--- src/rtl/float_multiplier_pipe.sv ---
// Pipelined floating-point multiplier with valid/ready handshakes.
// Operand classify, mantissa product and normalise/round are registered stages; results are packed into an output register.
module float_multiplier_pipe #(
    parameter int FLOAT_SIZE    = 32,
    parameter int EXPONENT_SIZE = 8,
    parameter int MANTISSA_SIZE = 23,
    parameter int BIAS          = 127
) (
    input  logic                  clk,
    input  logic                  reset,
    input  logic                  in_valid,
    output logic                  in_ready,
    input  logic [FLOAT_SIZE-1:0] a,
    input  logic [FLOAT_SIZE-1:0] b,
    input  logic                  round_mode,
    output logic                  out_valid,
    input  logic                  out_ready,
    output logic [FLOAT_SIZE-1:0] out,
    output logic                  overflow,
    output logic                  underflow,
    output logic                  inexact,
    output logic                  invalid
);
    localparam int MW = MANTISSA_SIZE + 1;
    localparam int PW = 2 * MW;
    localparam int EW = EXPONENT_SIZE + 2;
    localparam logic [EXPONENT_SIZE-1:0] EXP_ONES  = '1;
    localparam logic [MANTISSA_SIZE-1:0] FRAC_ZERO = '0;
    localparam logic [FLOAT_SIZE-1:0] QNAN = {1'b0, EXP_ONES, 1'b1, {(MANTISSA_SIZE-1){1'b0}}};

    logic stall;
    assign stall    = out_valid && !out_ready;
    assign in_ready = !stall;

    // Stage 1: unpack and classify
    logic [EXPONENT_SIZE-1:0] ea, eb;
    logic [MANTISSA_SIZE-1:0] fa, fb;
    logic a_zero, b_zero, a_inf, b_inf, a_nan, b_nan;
    logic nan1_d, inf1_d, zero1_d;
    logic [EW-1:0] e1_d;

    assign ea = a[FLOAT_SIZE-2 -: EXPONENT_SIZE];
    assign eb = b[FLOAT_SIZE-2 -: EXPONENT_SIZE];
    assign fa = a[MANTISSA_SIZE-1:0];
    assign fb = b[MANTISSA_SIZE-1:0];

    always_comb begin
        a_zero  = (ea == '0);
        b_zero  = (eb == '0);
        a_inf   = (ea == EXP_ONES) && (fa == '0);
        b_inf   = (eb == EXP_ONES) && (fb == '0);
        a_nan   = (ea == EXP_ONES) && (fa != '0);
        b_nan   = (eb == EXP_ONES) && (fb != '0);
        nan1_d  = a_nan || b_nan || (a_inf && b_zero) || (b_inf && a_zero);
        inf1_d  = (a_inf || b_inf) && !nan1_d;
        zero1_d = (a_zero || b_zero) && !nan1_d && !inf1_d;
        e1_d    = EW'(ea) + EW'(eb) - EW'(BIAS);
    end

    logic          v1_q, sign1_q, nan1_q, inf1_q, zero1_q, rm1_q;
    logic [EW-1:0] e1_q;
    logic [MW-1:0] ma1_q, mb1_q;

    // Stage 2: mantissa product
    logic          v2_q, sign2_q, nan2_q, inf2_q, zero2_q, rm2_q;
    logic [EW-1:0] e2_q;
    logic [PW-1:0] prod2_q;

    // Stage 3: normalise and round
    logic [MANTISSA_SIZE-1:0] mant_n, frac3_d;
    logic                     guard_n, sticky_n, inc_n, carry_n;
    logic [EW-1:0]            e_n, e3_d;

    always_comb begin
        mant_n   = prod2_q[PW-3 -: MANTISSA_SIZE];
        guard_n  = prod2_q[PW-3-MANTISSA_SIZE];
        sticky_n = |prod2_q[PW-4-MANTISSA_SIZE:0];
        e_n      = e2_q;
        if (prod2_q[PW-1]) begin
            mant_n   = prod2_q[PW-2 -: MANTISSA_SIZE];
            guard_n  = prod2_q[PW-2-MANTISSA_SIZE];
            sticky_n = |prod2_q[PW-3-MANTISSA_SIZE:0];
            e_n      = e2_q + EW'(1);
        end
        inc_n              = !rm2_q && guard_n && (sticky_n || mant_n[0]);
        {carry_n, frac3_d} = {1'b0, mant_n} + {{MANTISSA_SIZE{1'b0}}, inc_n};
        e3_d               = e_n + EW'(carry_n);
    end

    logic                     v3_q, sign3_q, nan3_q, inf3_q, zero3_q, inx3_q;
    logic [EW-1:0]            e3_q;
    logic [MANTISSA_SIZE-1:0] frac3_q;

    // Output: range checks after rounding, specials take precedence
    logic [FLOAT_SIZE-1:0] out_d;
    logic                  ovf_d, unf_d, inx_d, inv_d;

    always_comb begin
        out_d = {sign3_q, e3_q[EXPONENT_SIZE-1:0], frac3_q};
        ovf_d = 1'b0;
        unf_d = 1'b0;
        inx_d = inx3_q;
        inv_d = 1'b0;
        if (nan3_q) begin
            out_d = QNAN;
            inx_d = 1'b0;
            inv_d = 1'b1;
        end else if (inf3_q) begin
            out_d = {sign3_q, EXP_ONES, FRAC_ZERO};
            inx_d = 1'b0;
        end else if (zero3_q) begin
            out_d = {sign3_q, {EXPONENT_SIZE{1'b0}}, FRAC_ZERO};
            inx_d = 1'b0;
        end else if (!e3_q[EW-1] && (e3_q >= EW'(EXP_ONES))) begin
            out_d = {sign3_q, EXP_ONES, FRAC_ZERO};
            ovf_d = 1'b1;
            inx_d = 1'b1;
        end else if (e3_q[EW-1] || (e3_q == '0)) begin
            out_d = {sign3_q, {EXPONENT_SIZE{1'b0}}, FRAC_ZERO};
            unf_d = 1'b1;
            inx_d = 1'b1;
        end
    end

    logic                  out_valid_q, ovf_q, unf_q, inx_q, inv_q;
    logic [FLOAT_SIZE-1:0] out_q;

    always_ff @(posedge clk) begin
        if (reset) begin
            v1_q        <= 1'b0;
            v2_q        <= 1'b0;
            v3_q        <= 1'b0;
            out_valid_q <= 1'b0;
            out_q       <= '0;
            ovf_q       <= 1'b0;
            unf_q       <= 1'b0;
            inx_q       <= 1'b0;
            inv_q       <= 1'b0;
        end else if (!stall) begin
            v1_q        <= in_valid;
            v2_q        <= v1_q;
            v3_q        <= v2_q;
            out_valid_q <= v3_q;
            out_q       <= out_d;
            ovf_q       <= ovf_d;
            unf_q       <= unf_d;
            inx_q       <= inx_d;
            inv_q       <= inv_d;
        end
    end

    // Datapath carries no reset; the valid bits qualify it
    always_ff @(posedge clk) begin
        if (!stall) begin
            sign1_q <= a[FLOAT_SIZE-1] ^ b[FLOAT_SIZE-1];
            e1_q    <= e1_d;
            ma1_q   <= {1'b1, fa};
            mb1_q   <= {1'b1, fb};
            nan1_q  <= nan1_d;
            inf1_q  <= inf1_d;
            zero1_q <= zero1_d;
            rm1_q   <= round_mode;

            sign2_q <= sign1_q;
            e2_q    <= e1_q;
            prod2_q <= PW'(ma1_q) * PW'(mb1_q);
            nan2_q  <= nan1_q;
            inf2_q  <= inf1_q;
            zero2_q <= zero1_q;
            rm2_q   <= rm1_q;

            sign3_q <= sign2_q;
            e3_q    <= e3_d;
            frac3_q <= frac3_d;
            inx3_q  <= guard_n || sticky_n;
            nan3_q  <= nan2_q;
            inf3_q  <= inf2_q;
            zero3_q <= zero2_q;
        end
    end

    assign out_valid = out_valid_q;
    assign out       = out_q;
    assign overflow  = ovf_q;
    assign underflow = unf_q;
    assign inexact   = inx_q;
    assign invalid   = inv_q;
endmodule

--- config.mk ---
export PLATFORM = sky130hd
export DESIGN_NAME = float_multiplier_pipe
export DESIGN_NICKNAME = d
export VERILOG_FILES = /design/src/rtl/float_multiplier_pipe.sv
export SDC_FILE = /design/constraint.sdc
export NUM_CORES = 2
export LEC_CHECK = 0
export CORE_UTILIZATION = 65
export CTS_CLUSTER_DIAMETER = 150
export DETAILED_ROUTE_END_ITERATION = 8
export GPL_ROUTABILITY_DRIVEN = 0
export PLACE_DENSITY = 0.94
export RECOVER_POWER = 25
export SLEW_MARGIN = 0
export SYNTH_ARGS = -nofsm -noshare
export SYNTH_HDL_FRONTEND = slang
export SYNTH_SLANG_ARGS = --single-unit
export TNS_END_PERCENT = 1
--- constraint.sdc ---
create_clock -name clk -period 20.6 [get_ports clk]
set_input_delay 4.12 -clock clk [delete_from_list [all_inputs] [get_ports clk]]
set_output_delay 4.12 -clock clk [all_outputs]
set_load 0.05 [all_outputs]
==> impl_metrics.ini <==
[worst_setup_path]
crit_fanout = 91
worstPathArrival_ps = 6600
rr_endpoint = prod2_q[47]
setup.worst_path.end = in_ready
critPathRequiredTime_ps = 16480
reg2regPathDepth = 22
critPathCaptureType = primary output
cp-start-kind = input port
path_class = input port to primary output
worst-r2r-setup-slack_ps = 12630
startpoint = out_ready
reg2reg_from = mb1_q[0]

[logic_synthesis]
yosys_warnings = 0
synthArstFlopShare_pct = 0
synth_area_leaders = fa_1 (36%), edfxtp_1 (18%), ha_1 (8.9%), inv_1 (8.3%), and2_1 (5.6%)
synth_edf_count = 162
syn_area_um2 = 27040
ys.flop_type = edfxtp_1
synthCells = 2774
ys_seq_area_share_pct = 20.95
postSynthAreaPerCell_um2 = 9.747
syn_nets = 3519
synth.largest_area_cell = fa_1
ys_seq_elements = 202
synth_top_area_share_pct = 35.76
ys_types = 67

[timing]
worst_pin_slew_ps = 2350
fin_crit_sh_pct = 52.06
rsz0062_at_grt = no
final-max-slew-violation-count = 79
hold_viol_final = 0
fin_crit_ps = 10720
setup_viol = 0
max_freq_mhz = 93.25
setup_tns_ps = 0
relSlewSlack_pct = -56.69
finClkSkew_ps = 12.33

[route]
drt-pass1-iter-count = 9
drc = 1
routedWlPerCell_um = 22.11
route.final.wire_length_um = 74190
drt-vias-per-instance = 6.214
drtIter0Drc = 2276
vias = 20850
antenna_left = 0

[cells_and_area]
finalNetCount = 3548
layout_common_cells = inv_1 (595), fa_1 (483), nand2_1 (343), and2_1 (242), ha_1 (193)
fin_util_pct = 71.29
fin_area_um2 = 29180
area_growth_pct = 7.913
drive_gt1_share_pct = 2.872
final_common_cell = inv_1

[cts]
clk_latency_ps = 560
cts_tree = done
numClockSinks = 202
post_cts_buffers = 0
htree_num_levels = 1
clkTransAtPathRegs_ps = 60
clockBufferDepth = 3
cts_resized = 0
cts_hold_buf = 0
cts_buffers = 23
cts_root_buffer = clkbuf_16

[placement]
dp_hpwl_um = 54660
numPortBuffers = 106
dpl_cell_area_um2 = 28410

[global_routing]
grt_pass1_wl_um = 117000
first_global_vias = 22760
antenna_found_initial = 1
grt_max_degree = 92
overflow = 0
grt_usage_pct = 36.31

[floorplan]
die_y_um = 206.0
fp.dieW_um = 206.0
fp.dieArea_um2 = 42420
placementRows = 74
core_area_um2 = 40920
io_pins = 107
start_util_pct = 66.07

[worst_hold_path]
min_path_type = flop to flop
hp-start = e1_q[5]

[run_status]
status = finished with violations
violations = DRC, capacitance limit, slew limit

[run]
maxCapViolCount = 2
-- Yosys cell counts, types with 31 or more instances --
| cell type | instances |
|---|---|
| o21ai_0 | 31 |
| fa_1 | 483 |
| nor2_1 | 117 |
| nand2_1 | 343 |
| edfxtp_1 | 162 |
| a21oi_1 | 79 |
| ha_1 | 193 |
| xnor2_1 | 59 |
| clkbuf_1 | 103 |
| dfxtp_1 | 40 |
| xor2_1 | 38 |
| inv_1 | 595 |
| and2_1 | 243 |
-- through the flow --
| step | hold slack, ps | setup slack, ps | cells |
|---|---|---|---|
| CTS | 420.0 | 9894 | 3352 |
| floorplan | 400.3 | 7091 | 2774 |
| global route | 420.1 | 9752 | 3352 |
| detailed placement | 404.5 | 9905 | 3310 |
| global placement | 404.1 | 9920 | 3310 |
| finish | 419.2 | 9876 | 3355 |
-- area by class of cell --
class                      count  area, um2
sequential                   202       5665
tap                          532      665.6
clock buffer                  28      656.9
antenna                        3      7.507
inverter                     598       2250
timing repair buffer         127       1215
clock inverter                14      123.9
fill                        2502      11750
multi-input combinational   1851      18590
-- worst max-delay path, cell delays in order --
cell and delay, ps:
clkdlybuf4s50_1 480, nor2b_2 40, buf_4 240, inv_6 610
clkdlybuf4s50_1 1040
-- registers in the layout (all words and copies together), names as in the netlist, 10 cells and up --
signal	flops
e2_q	10
e3_q	10
frac3_q	23
e1_q	10
mb1_q	23
ma1_q	23
prod2_q	48
out	32
-- kinds of logic (layout without fill, tap and decap cells) --
| family | count (synthesis) | after routing | synth area share, % |
|---|---|---|---|
| and+or+nand+nor | 840 | 840 | 15.14 |
| buffers and inverters | 721 | 767 | 10.23 |
| adders and majority gates | 676 | 676 | 44.69 |
| AOI/OAI and AO/OA | 224 | 224 | 5.303 |
| DFF | 202 | 202 | 20.95 |
| xor gates and xnor gates | 97 | 97 | 3.142 |
| muxes | 14 | 14 | 0.5322 |
| other | 0 | 3 | 0 |
-- routing by layer --
| layer | track usage (%) | vias up | wire [um] |
|---|---|---|---|
| met2 | 58.88 | 1581 | 34950 |
| li1 | - | 8583 | - |
| met1 | 41.78 | 10140 | 23360 |
| met5 | 0 | - | 13 |
| met3 | 11.07 | 539 | 9993 |
| met4 | 23.71 | 2 | 5878 |
-- worst min path at each step --
stage | to | slack, ps | cells past startpoint
floorplan | e2_q[0] | 400 | 0
global placement | e2_q[5] | 400 | 0
detailed placement | rm2_q | 400 | 0
CTS | e2_q[5] | 420 | 0
global route | inf2_q | 420 | 0
finish | e2_q[5] | 420 | 0
Power is not shown: default switching activity piles up to over one toggle a cycle in this logic, so the estimate is an artifact.
